===== src/rtl/conv_bcd_pkg.sv =====
// Shared types and constants for the sequential binary-to-BCD converter.
// The power-of-ten helper backs the elaboration-time sizing check of the top.
package conv_bcd_pkg;

    typedef enum logic [1:0] {
        OCIOSO   = 2'd0,
        CONVERTE = 2'd1,
        FIM      = 2'd2
    } estado_t;

    localparam int N_BITS_PADRAO    = 8;
    localparam int N_DIGITOS_PADRAO = 3;
    localparam int LARGURA_DIGITO   = 4;

    function automatic longint unsigned pot10(input int n);
        longint unsigned acc;
        acc = 64'd1;
        for (int i = 0; i < n; i++) begin
            acc = acc * 64'd10;
        end
        return acc;
    endfunction

endpackage


===== src/rtl/SomaMais3_Condicional.sv =====
// Double-dabble digit correction: adds 3 to a BCD digit of 5 or more.
// The 4-bit result width drops the carry, which cannot occur for legal digits.
module SomaMais3_Condicional (
    input  logic [3:0] entrada,
    output logic [3:0] saida
);

    // Conditional add-3 on one digit
    always_comb begin
        if (entrada >= 4'd5) begin
            saida = entrada + 4'd3;
        end else begin
            saida = entrada;
        end
    end

endmodule


===== src/rtl/conversor_bin_bcd_seq.sv =====
// Sequential shift-and-add-3 binary-to-BCD converter, one bit per clock.
// The result register only updates on completion, so bcd never shows partial sums.
module conversor_bin_bcd_seq
    import conv_bcd_pkg::*;
#(
    parameter int N_BITS    = N_BITS_PADRAO,
    parameter int N_DIGITOS = N_DIGITOS_PADRAO
) (
    input  logic                                clk,
    input  logic                                rst,
    input  logic                                inicio,
    input  logic [N_BITS-1:0]                   entrada,
    output logic                                ocupado,
    output logic                                pronto,
    output logic [LARGURA_DIGITO*N_DIGITOS-1:0] bcd
);

    localparam int LB = LARGURA_DIGITO * N_DIGITOS;
    localparam int CW = $clog2(N_BITS + 1);

    if ((N_BITS < 2) || (N_BITS > 16)) begin : g_n_bits_invalido
        $error("conversor_bin_bcd_seq: N_BITS must be within 2..16");
    end
    if (pot10(N_DIGITOS) <= ((64'd1 << N_BITS) - 64'd1)) begin : g_digitos_insuficientes
        $error("conversor_bin_bcd_seq: N_DIGITOS too small for N_BITS");
    end

    estado_t            estado_r, proximo_s;
    logic [N_BITS-1:0]  binario_r;
    logic [LB-1:0]      scratch_r, ajustado_s, bcd_r;
    logic [CW-1:0]      contador_r;
    logic [LB+N_BITS-1:0] deslocado_s;
    logic               ocupado_r, pronto_r;
    logic               ocupado_prox_s, pronto_prox_s;
    logic               aceita_s, termina_s;

    for (genvar g = 0; g < N_DIGITOS; g++) begin : g_digito
        SomaMais3_Condicional u_soma (
            .entrada (scratch_r[g*LARGURA_DIGITO +: LARGURA_DIGITO]),
            .saida   (ajustado_s[g*LARGURA_DIGITO +: LARGURA_DIGITO])
        );
    end

    // Corrected digits and binary shift together, binary MSB entering the units digit
    assign deslocado_s = {ajustado_s, binario_r} << 32'd1;

    // State register
    always_ff @(posedge clk or posedge rst) begin
        if (rst) begin
            estado_r <= OCIOSO;
        end else begin
            estado_r <= proximo_s;
        end
    end

    // Next-state logic; output flags are derived from the next state and registered
    always_comb begin
        proximo_s = estado_r;
        aceita_s  = 1'b0;
        termina_s = 1'b0;
        case (estado_r)
            OCIOSO: begin
                if (inicio) begin
                    proximo_s = CONVERTE;
                    aceita_s  = 1'b1;
                end else begin
                    proximo_s = OCIOSO;
                end
            end
            CONVERTE: begin
                if (contador_r == CW'(1)) begin
                    proximo_s = FIM;
                    termina_s = 1'b1;
                end else begin
                    proximo_s = CONVERTE;
                end
            end
            FIM:     proximo_s = OCIOSO;
            default: proximo_s = OCIOSO;
        endcase
        ocupado_prox_s = (proximo_s == CONVERTE) || (proximo_s == FIM);
        pronto_prox_s  = (proximo_s == FIM);
    end

    // Datapath: capture, shift, count down, and latch the finished result
    always_ff @(posedge clk or posedge rst) begin
        if (rst) begin
            binario_r  <= '0;
            scratch_r  <= '0;
            contador_r <= '0;
            bcd_r      <= '0;
            ocupado_r  <= 1'b0;
            pronto_r   <= 1'b0;
        end else begin
            ocupado_r <= ocupado_prox_s;
            pronto_r  <= pronto_prox_s;
            if (aceita_s) begin
                binario_r  <= entrada;
                scratch_r  <= '0;
                contador_r <= CW'(N_BITS);
            end else if (estado_r == CONVERTE) begin
                scratch_r  <= deslocado_s[LB+N_BITS-1:N_BITS];
                binario_r  <= deslocado_s[N_BITS-1:0];
                contador_r <= contador_r - CW'(1);
                if (termina_s) begin
                    bcd_r <= deslocado_s[LB+N_BITS-1:N_BITS];
                end
            end
        end
    end

    assign ocupado = ocupado_r;
    assign pronto  = pronto_r;
    assign bcd     = bcd_r;

endmodule


===== config.mk =====
export PLATFORM = sky130hd
export DESIGN_NAME = conversor_bin_bcd_seq
export DESIGN_NICKNAME = d
export VERILOG_FILES = /design/src/rtl/conv_bcd_pkg.sv /design/src/rtl/SomaMais3_Condicional.sv /design/src/rtl/conversor_bin_bcd_seq.sv
export SDC_FILE = /design/constraint.sdc
export NUM_CORES = 1
export LEC_CHECK = 0
export ABC_AREA = 1
export CAP_MARGIN = 20
export CORE_MARGIN = 1
export CORE_UTILIZATION = 49
export CTS_CLUSTER_SIZE = 8
export DETAILED_ROUTE_END_ITERATION = 16
export PLACE_DENSITY = 0.75
export SYNTH_ARGS = -nofsm -noshare
export SYNTH_HDL_FRONTEND = slang
export SYNTH_SLANG_ARGS = --single-unit

===== constraint.sdc =====
create_clock -name clk -period 1.2 [get_ports clk]
set_input_delay 0.24 -clock clk [delete_from_list [all_inputs] [get_ports clk]]
set_output_delay 0.24 -clock clk [all_outputs]
set_load 0.02 [all_outputs]

== After elaboration in Yosys (flattened, before gate mapping) ==
Index checks and enable logic that the tools add are counted.
Word-level totals
  register bits after elaboration: 40
  output and inout port bits: 14
Cells by class
  add/subtract/negate cells: 4
  order comparisons: 3
  equal/unequal tests: 4
  muxes and demuxes: 16
  bitwise operators: 1
  reductions and logical operators: 4
Operators with widths (count)
  2-to-1 mux 12 bit: 2
  2-to-1 mux 4 bit: 4
  2-to-1 mux 8 bit: 2
  greater-or-equal comparator 4 x 3 -> 1 bit, second input constant: 3
  adder 4 x 2 -> 4 bit, second input constant: 2
  2-to-1 mux 1 bit: 5
  == test 2 x 1 -> 1 bit, second input constant: 2
  == test 4 x 1 -> 1 bit, second input constant: 1
  one-hot mux 2 bit (2 select lines): 1
  subtractor 4 x 1 -> 4 bit, second input constant: 1
  adder 3 x 2 -> 3 bit, second input constant: 1
  2-to-1 mux 3 bit: 1
  AND reduction 3 bit: 1
  == test 2 bit, second input constant: 1
  zero test 2 bit: 1
  2-to-1 mux 2 bit: 1
  nonzero test 2 bit: 1
  logical OR 1 bit: 1
  inverter 1 bit: 1

== Depth between registers and ports, before layout ==
Gate-level depths: netlist of the first run.
  depth after elaboration: 5
  mapped depth: 9

== Hierarchy ==
A second synthesis of the first run with hierarchy kept.
Second synthesis, totals
  cell total of the unflattened synthesis: 252
  area, all modules: 2029.4 µm²
Modules (own cells, without submodules)
  conversor_bin_bcd_seq: instances 1, cells an instance 183, area an instance 1624.1 µm², sequential area each 1001.0 µm²
  SomaMais3_Condicional: instances 3, cells an instance 23, area an instance 135.1 µm², sequential area each 0.0 µm²

== Worst setup path before layout of the first run ==
Ideal clock, no wire load.
  path kind: flip-flop to flip-flop
  start point: register contador_r[1]
  end point: register ocupado_r (netlist: ocupado)
  setup time: 0.063 ns
  data arrival time: 1.218 ns
  data required time: 1.137 ns
  slack: -0.081 ns
  cell stages (with the launch flop): 8
  clock period less this slack: 1.281 ns
  cells stage by stage: dfrtp_1 inv_1 ha_1 nand3_2 nor2_4 buf_4 ha_1 inv_1
On the way
  cells in the longest elaborated chain, start to end: 5
  elaborated cells between the ends (all ways): 6
  classes of those cells: eq/ne: 3; mux: 2; reduce/logical: 1
RTL lines
  from (decl): line conversor_bin_bcd_seq.sv:31  | logic [CW-1:0] contador_r;
  from (signal assigned): line conversor_bin_bcd_seq.sv:100  | contador_r <= CW'(N_BITS);
  from (signal assigned): line conversor_bin_bcd_seq.sv:104  | contador_r <= contador_r - CW'(1);
  == test 4 x 1 -> 1 bit *: line conversor_bin_bcd_seq.sv:71  | if (contador_r == CW'(1)) begin
  2-to-1 mux 2 bit *: line conversor_bin_bcd_seq.sv:71
  one-hot mux 2 bit (2 select lines) *: line conversor_bin_bcd_seq.sv:61  | case (estado_r)
  net proximo_s[1]: line conversor_bin_bcd_seq.sv:28  | estado_t estado_r, proximo_s;
  == test 2 x 1 -> 1 bit or == test 2 bit (tied branches): line conversor_bin_bcd_seq.sv:81  | ocupado_prox_s = (proximo_s == CONVERTE) || (proximo_s == FIM);
  logical OR 1 bit *: line conversor_bin_bcd_seq.sv:81
  net ocupado_prox_s: line conversor_bin_bcd_seq.sv:34  | logic ocupado_prox_s, pronto_prox_s;
  to (signal assigned): line conversor_bin_bcd_seq.sv:95  | ocupado_r <= ocupado_prox_s;
  to (decl): line conversor_bin_bcd_seq.sv:33  | logic ocupado_r, pronto_r;
The timed path passes the listed nets; every way through them passes the cells marked *.
A chain may end at the register's enable or synchronous reset.

== Worst setup path after layout of the first run ==
  start point: register contador_r[1]
  end point: register bcd_r[6] (netlist: bcd[6])
On the way
  cells in the longest elaborated chain, start to end: 4
RTL lines
  == test 4 x 1 -> 1 bit: line conversor_bin_bcd_seq.sv:71
  2-to-1 mux 1 bit: line conversor_bin_bcd_seq.sv:71
  2-to-1 mux 1 bit: line conversor_bin_bcd_seq.sv:61
  AND reduction 3 bit (no line)
  to (signal assigned): line conversor_bin_bcd_seq.sv:106  | bcd_r <= deslocado_s[LB+N_BITS-1:N_BITS];
  to (decl): line conversor_bin_bcd_seq.sv:30  | logic [LB-1:0] scratch_r, ajustado_s, bcd_r;
No other way between the ends.

==> run summary, run 1 <==
Status = complete, but fails checks
Failing checks = setup timing
Power Dens Cells = 2880 nW/um^2
DR iter-0 viols = 117
Worst setup margin = -0.0649 ns
P&R area growth vs syn = 39.5%
First-pass GRT wire length = 7120 microns
Post-DP HPWL = 2650 microns
Die Wd = 65.1 microns
GR Overflow Total = 0
# rows = 22
Vias in the first global route = 1,634
GRT Total Usage = 22.2%
Final Critical Period = 1.26 ns
Max IR drop VDD = 1.54 mV
DR vias/cell = 5.08
Gate power share = 58.8%
Overall power = 7.85 mW
Wire length on met3 = 102 microns
Drt total wl = 4270 microns
TritonCTS clock tree = built
# port buffers = 24
Reg power frac = 30.4%
Mean post-synth cell area = 8.64 sq um
Hold buffers post-CTS = 0
Clk buf depth = 2
Top Metal Used = met4
Core area = 3740 sq um
Hold Path Class = in2async
Synth Instances = 226
Die area = 4240 sq um
Vias = 1,666
Largest net degree at the start of global routing = 41
Fraction of layout cells with a size suffix above 1 = 36.8%
Syn Std Cell Area = 1950 sq um
Switching share of total power = 44.0%
Yosys top cell area share = 51.3%
Setup TNS = -0.454 ns
Synthesized flop and latch total = 40
Gpl congestion = 0.855
Fmax achieved = 791 MHz
Final nets = 300
Clock Power Share = 10.9%
Hold Fails Final Rpt = 0
Crit Path Category = reg2reg
Slew headroom = 82.4%
NetSw = 3.45 mW
WL met1 = 1940 microns
Initial antenna violation count = 0
CP Launch Type = flip-flop
WL met2 = 2150 microns
Synth unique cells = 23
Fin. max-slew vios = 0
Leak = 1.35 nW
Internal power = 4.40 mW
DR WL/cell = 13.0 microns
Starting Density = 52.1%
Post-route clock period utilization = 105%
Detailed-router iteration count before antenna repair = 4
Synth area leaders = dfrtp_1, nand2_1, nand3_1, ha_1, inv_1
Final hold slack = 0.292 ns
Count leader, synth = nand2_1
DRT antenna net count = 0
Worst Path Required = 1.43 ns
Synth cell count leaders = nand2_1, dfrtp_1, nand3_1, inv_1, o21ai_0
Kind of end point of the critical path = flip-flop
Ant diodes = 0
Register area share after synthesis = 51.3%
Syn. warnings = 0
Arr. time, crit path = 1.49 ns
Die Y-Extent = 65.1 microns
Post-route clock skew = 0.00756 ns
H-tree level count = 2
RSZ-0062 raised after global routing = true
DRC = 0
Top FF cell, synth = dfrtp_1
Worst-skew pair later-pin latency = 0.29 ns
Synth async-reset ratio = 100%
Clock sink count = 40
Path depth of the worst reg2reg path = 7
Tightest Pin Transition = 0.264 ns
Synthesized net count = 246
Number of synthesized flops with an enable pin = 0
Worst-path clk slew = 0.08 ns
Final setup fails = 16
Max-cap violations = 0
IO Count = 25
Root Buffer = clkbuf_8
CTS Buf Count = 5
Yosys top cell by area = dfrtp_1
Maximum fanout along the worst path = 10
[stage by stage]
stage	cell area (sq um)	util [%]	std cells	setup WS, ns
after floorplan	2000	-	226	-0.0167
after global placement	2390	63.9	312	-0.113
after detailed placement	2390	63.9	312	-0.129
after CTS	2530	67.6	323	-0.0422
after global routing	2720	72.7	328	-0.161
final	2720	72.7	328	-0.0649
[kinds of logic (layout without fill, tap and decap cells)]
family	count (synthesis)	after routing	synth area share (%)
simple gates	126	126	28.7
buf+inv	31	85	8.08
fa+ha+maj	9	9	5.77
compound gates	19	19	5.71
flops	40	40	51.3
xor+xnor	1	1	0.449
[layout by cell type (no fill, tap or decap), types with 5 or more instances in the layout]
cell	count
buf_4	20
buf_6	6
clkbuf_8	5
clkdlybuf4s15_2	7
clkdlybuf4s50_1	10
dfrtp_1	40
ha_4	6
inv_1	10
inv_2	13
nand2_1	71
nand2_2	12
nand2_4	5
nand3_1	21
nand4_1	5
o21ai_0	8
[power by group through the flow]
stage | clock, mW | combinational, mW | sequential (mW)
6_report | 0.855 | 4.61 | 2.38
2_1_floorplan | 0 | 2.28 | 2.53
3_5_place_dp | 0 | 3.69 | 2.35
4_1_cts | 0.867 | 3.78 | 2.33
5_1_grt | 0.926 | 5.13 | 2.46
3_3_place_gp | 0 | 3.60 | 2.33
[state kept, by name, indices dropped and copies added, names as in the netlist]
| signal | count |
|---|---|
| estado_r | 2 |
| contador_r | 4 |
| binario_r | 8 |
| ocupado | 1 |
| pronto | 1 |
| scratch_r | 12 |
| bcd | 12 |
[layer usage]
| layer | track usage (%) | vias up |
|---|---|---|
| met1 | 28.2 | 791 |
| li1 | - | 838 |
| met2 | 36.8 | 29 |
| met3 | 3.82 | 8 |
| met5 | 0 | - |
| met4 | 10.3 | 0 |
[layout make-up]
class | instances | area [sq um]
Tap cell | 48 | 60.1
Fill cell | 270 | 1020
Clock inverter | 1 | 5.00
Clock buffer | 6 | 72.6
Inverter | 26 | 108
Sequential cell | 40 | 1000
Timing Repair Buffer | 52 | 477
Multi-Input combinational cell | 155 | 1000
[worst max-delay path, cell delays in order, from the launching register on]
cell and delay [ns]:
dfrtp_1 0.40, inv_2 0.09, ha_4 0.14, nand3_4 0.08, nor2_4 0.15, buf_6 0.17
nand3_1 0.10, nand2_1 0.07
[repair_timing]
action,CTS,global route
pin swaps,1,12
setup endpoints to repair,33,41
buffers inserted,4,5
cloned,0,0
resized for setup,48,55
[final timing paths]
kind / start / end / slack [ns]
max in group asynchronous: rst / scratch_r[7] / 0.70
worst min register to register: binario_r[0] / binario_r[0] / 0.47
worst min-delay path: rst / bcd[8] / 0.29
min in group clk: binario_r[0] / binario_r[0] / 0.47
worst max-delay path: contador_r[1] / bcd[6] / -0.06
worst max register to register: contador_r[1] / bcd[6] / -0.06
Power figures use the tool's default switching activity.
==> run 2, diff against run 1 <==
Settings changed: CTS_CLUSTER_SIZE 8 to 10.
==> results of run 2 <==
Final layout, timing and power as in run 1 (identical DEF).
==> run 3, diff against run 2 <==
Settings changed: PLACE_DENSITY 0.75 to 0.82.
==> run 3 against run 2 <==
  * The run still ends with setup timing left
  * Maximum frequency down 3.5%
  * Non-clock buffer count up 4
  * Clock-buffer cell count unchanged
  * Routed wire length up 11%
  * Total power up 6.0%
  * Cell area up 3.6%
  * Critical path depth unchanged
  * Global-route usage up 0.99 points
  * Core utilization up 2.6 points
  * First-iteration DRC count down 16%
  * Hold slack better by 0.0049 ns
  * Critical path type unchanged
  * Critical endpoint is now ocupado
  * Largest power group unchanged
  * Highest routed layer unchanged
==> run summary, run 3 (same netlist as run 1, synthesis figures left out) <==
Status = complete, but fails checks
Failing checks = setup timing
Final Core Density = 75.3% (+2.6 points)
Ant diodes = 0 (unchanged)
Slew headroom = 79.4% (-3.0 points)
Die area = 4240 sq um (unchanged)
Gpl congestion = 0.889 (+4.0%)
DR iter-0 viols = 98 (-16%)
Core area = 3740 sq um (unchanged)
Final nets = 304 (+1.3%)
RSZ-0062 raised after global routing = true
# rows = 22 (unchanged)
Clock sink count = 40 (unchanged)
Wire length on met3 = 208 microns (+100%)
Largest net degree at the start of global routing = 41 (unchanged)
P&R area growth vs syn = 44.5%
Power Dens Cells = 2950 nW/um^2 (+2.4%)
Vias in the first global route = 1,632 (-0.12%)
WL met2 = 2420 microns (+12%)
# port buffers = 24 (unchanged)
Max-cap violations = 0 (unchanged)
DRC = 0 (unchanged)
Post-DP HPWL = 2780 microns (+4.9%)
Final Critical Period = 1.31 ns (+0.0463 ns)
Tightest Pin Transition = 0.306 ns (+0.0419 ns)
DR WL/cell = 14.2 microns (+9.4%)
Drt total wl = 4740 microns (+11%)
Clk buf depth = 2 (unchanged)
Buf+Inv Stages, Crit Path = 3 (+1)
Fraction of layout cells with a size suffix above 1 = 41.1% (+4.3 points)
TritonCTS clock tree = built
Max IR drop VDD = 1.49 mV (-3.5%)
Fin. max-slew vios = 0 (unchanged)
Overall power = 8.33 mW (+6.0%)
Arr. time, crit path = 1.55 ns (+0.06 ns)
Hold Path Class = in2async
Vias = 1,713 (+2.8%)
Leak = 1.41 nW (+4.3%)
CP Launch Type = flip-flop
DRT antenna net count = 0 (unchanged)
CTS Buf Count = 5 (unchanged)
Post-route clock skew = 0.00546 ns (-0.00210 ns)
Starting Density = 52.1% (unchanged)
Initial antenna violation count = 0 (unchanged)
GRT Total Usage = 23.2% (+0.99 points)
Post-route clock period utilization = 109% (+3.9 points)
Slowest Stage Delay on Critical Path = 0.39 ns (about the same)
Die Y-Extent = 65.1 microns (unchanged)
Crit Path Category = reg2reg
IO Count = 25 (unchanged)
Maximum fanout along the worst path = 4 (-6)
Worst-skew pair later-pin latency = 0.29 ns (about the same)
Crit-path leading delay family = flip-flops
Top Metal Used = met4
Hold Fails Final Rpt = 0 (unchanged)
H-tree level count = 2 (unchanged)
Fmax achieved = 763 MHz (-3.5%)
Root Buffer = clkbuf_8
WL met1 = 2050 microns (+5.6%)
Final hold slack = 0.297 ns (+0.00495 ns)
Worst-path clk slew = 0.08 ns (about the same)
Detailed-router iteration count before antenna repair = 4 (unchanged)
Fill count = 247 (-8.5%)
Kind of end point of the critical path = flip-flop
Commonest non-fill, non-tap cell in the layout = nand2_1
Die Wd = 65.1 microns (unchanged)
Final setup fails = 20 (+4)
First-pass GRT wire length = 7440 microns (+4.5%)
GR Overflow Total = 0 (unchanged)
CP Cell Sequence = inv_2 -> ha_4 -> nand3_4 -> nor2_4 -> buf_6 -> ha_4 -> inv_2
Worst setup margin = -0.111 ns (-0.0463 ns)
DR vias/cell = 5.14 (+1.3%)
Leading cell types in the layout, fill and taps excluded = nand2_1, dfrtp_1, buf_4
Max stage delay cell, worst path = dfrtp_1
Worst Path Required = 1.44 ns (about the same)
## run 3: cell count changes in the layout (fill, tap and decap cells not counted), sizes merged
cell / delta
buf: +5
clkbuf: +4
clkdlybuf4s15: -5
clkinv: +1
## run 3: layout make-up
cell class,instances,area [sq um],share of cell area [%]
Tap cell,48,60.1,2.13
Clock inverter,2,10.0,0.355
Inverter,26,110,3.90
Multi-Input combinational cell,155,1060,37.6
Clock buffer,6,82.6,2.93
Timing Repair Buffer,56,494,17.5
Sequential cell,40,1000,35.5
## run 3: where the power goes
group	switching (mW)	leakage [nW]	internal (mW)	total, mW
clock network	0.455	0.0510	0.458	0.913
registers	0.449	0.499	1.96	2.41
logic	2.82	0.859	2.19	5.00
## run 3: metrics by stage
step                setup WS (ns)  cells  TNS, ns  area, sq um
floorplan                 -0.0167    226  -0.0167         2000
global placement           -0.112    316    -1.49         2430
detailed placement         -0.122    316    -2.26         2430
CTS                       -0.0492    327   -0.228         2600
global route               -0.172    333    -2.61         2820
finish                     -0.111    333   -0.905         2820
## run 3: worst min-delay path, stage by stage
cell,delay (ns)
clkdlybuf4s50_1,0.40
inv_1,0.09
buf_12,0.23
## run 3: worst paths after layout
kind / endpoint / slack (ns) / from / cells after the start
max reg2reg: ocupado / -0.11 / contador_r[1] / 7
max in group asynchronous: scratch_r[0] / 0.69 / rst / 3
min: estado_r[1] / 0.30 / rst / 3
min reg2reg: bcd[2] / 0.48 / bcd[2] / 2
max: ocupado / -0.11 / contador_r[1] / 7
min in group clk: bcd[2] / 0.48 / bcd[2] / 2
## run 3: what timing repair did
| item | in CTS | in global routing |
|---|---|---|
| buffers inserted | 3 | 7 |
| cloned | 0 | 1 |
| pin swaps | 3 | 17 |
| endpoints found under the hold margin | 0 | 0 |
| gates resized for setup | 53 | 70 |
| hold buffers | 0 | 0 |
| setup endpoints to repair | 35 | 46 |
## run 3: metal layers
layer	up-vias	global-route usage, %
met4	0	5.16
met3	8	6.42
met1	817	30.3
met2	46	38.5
li1	842	-
met5	-	0
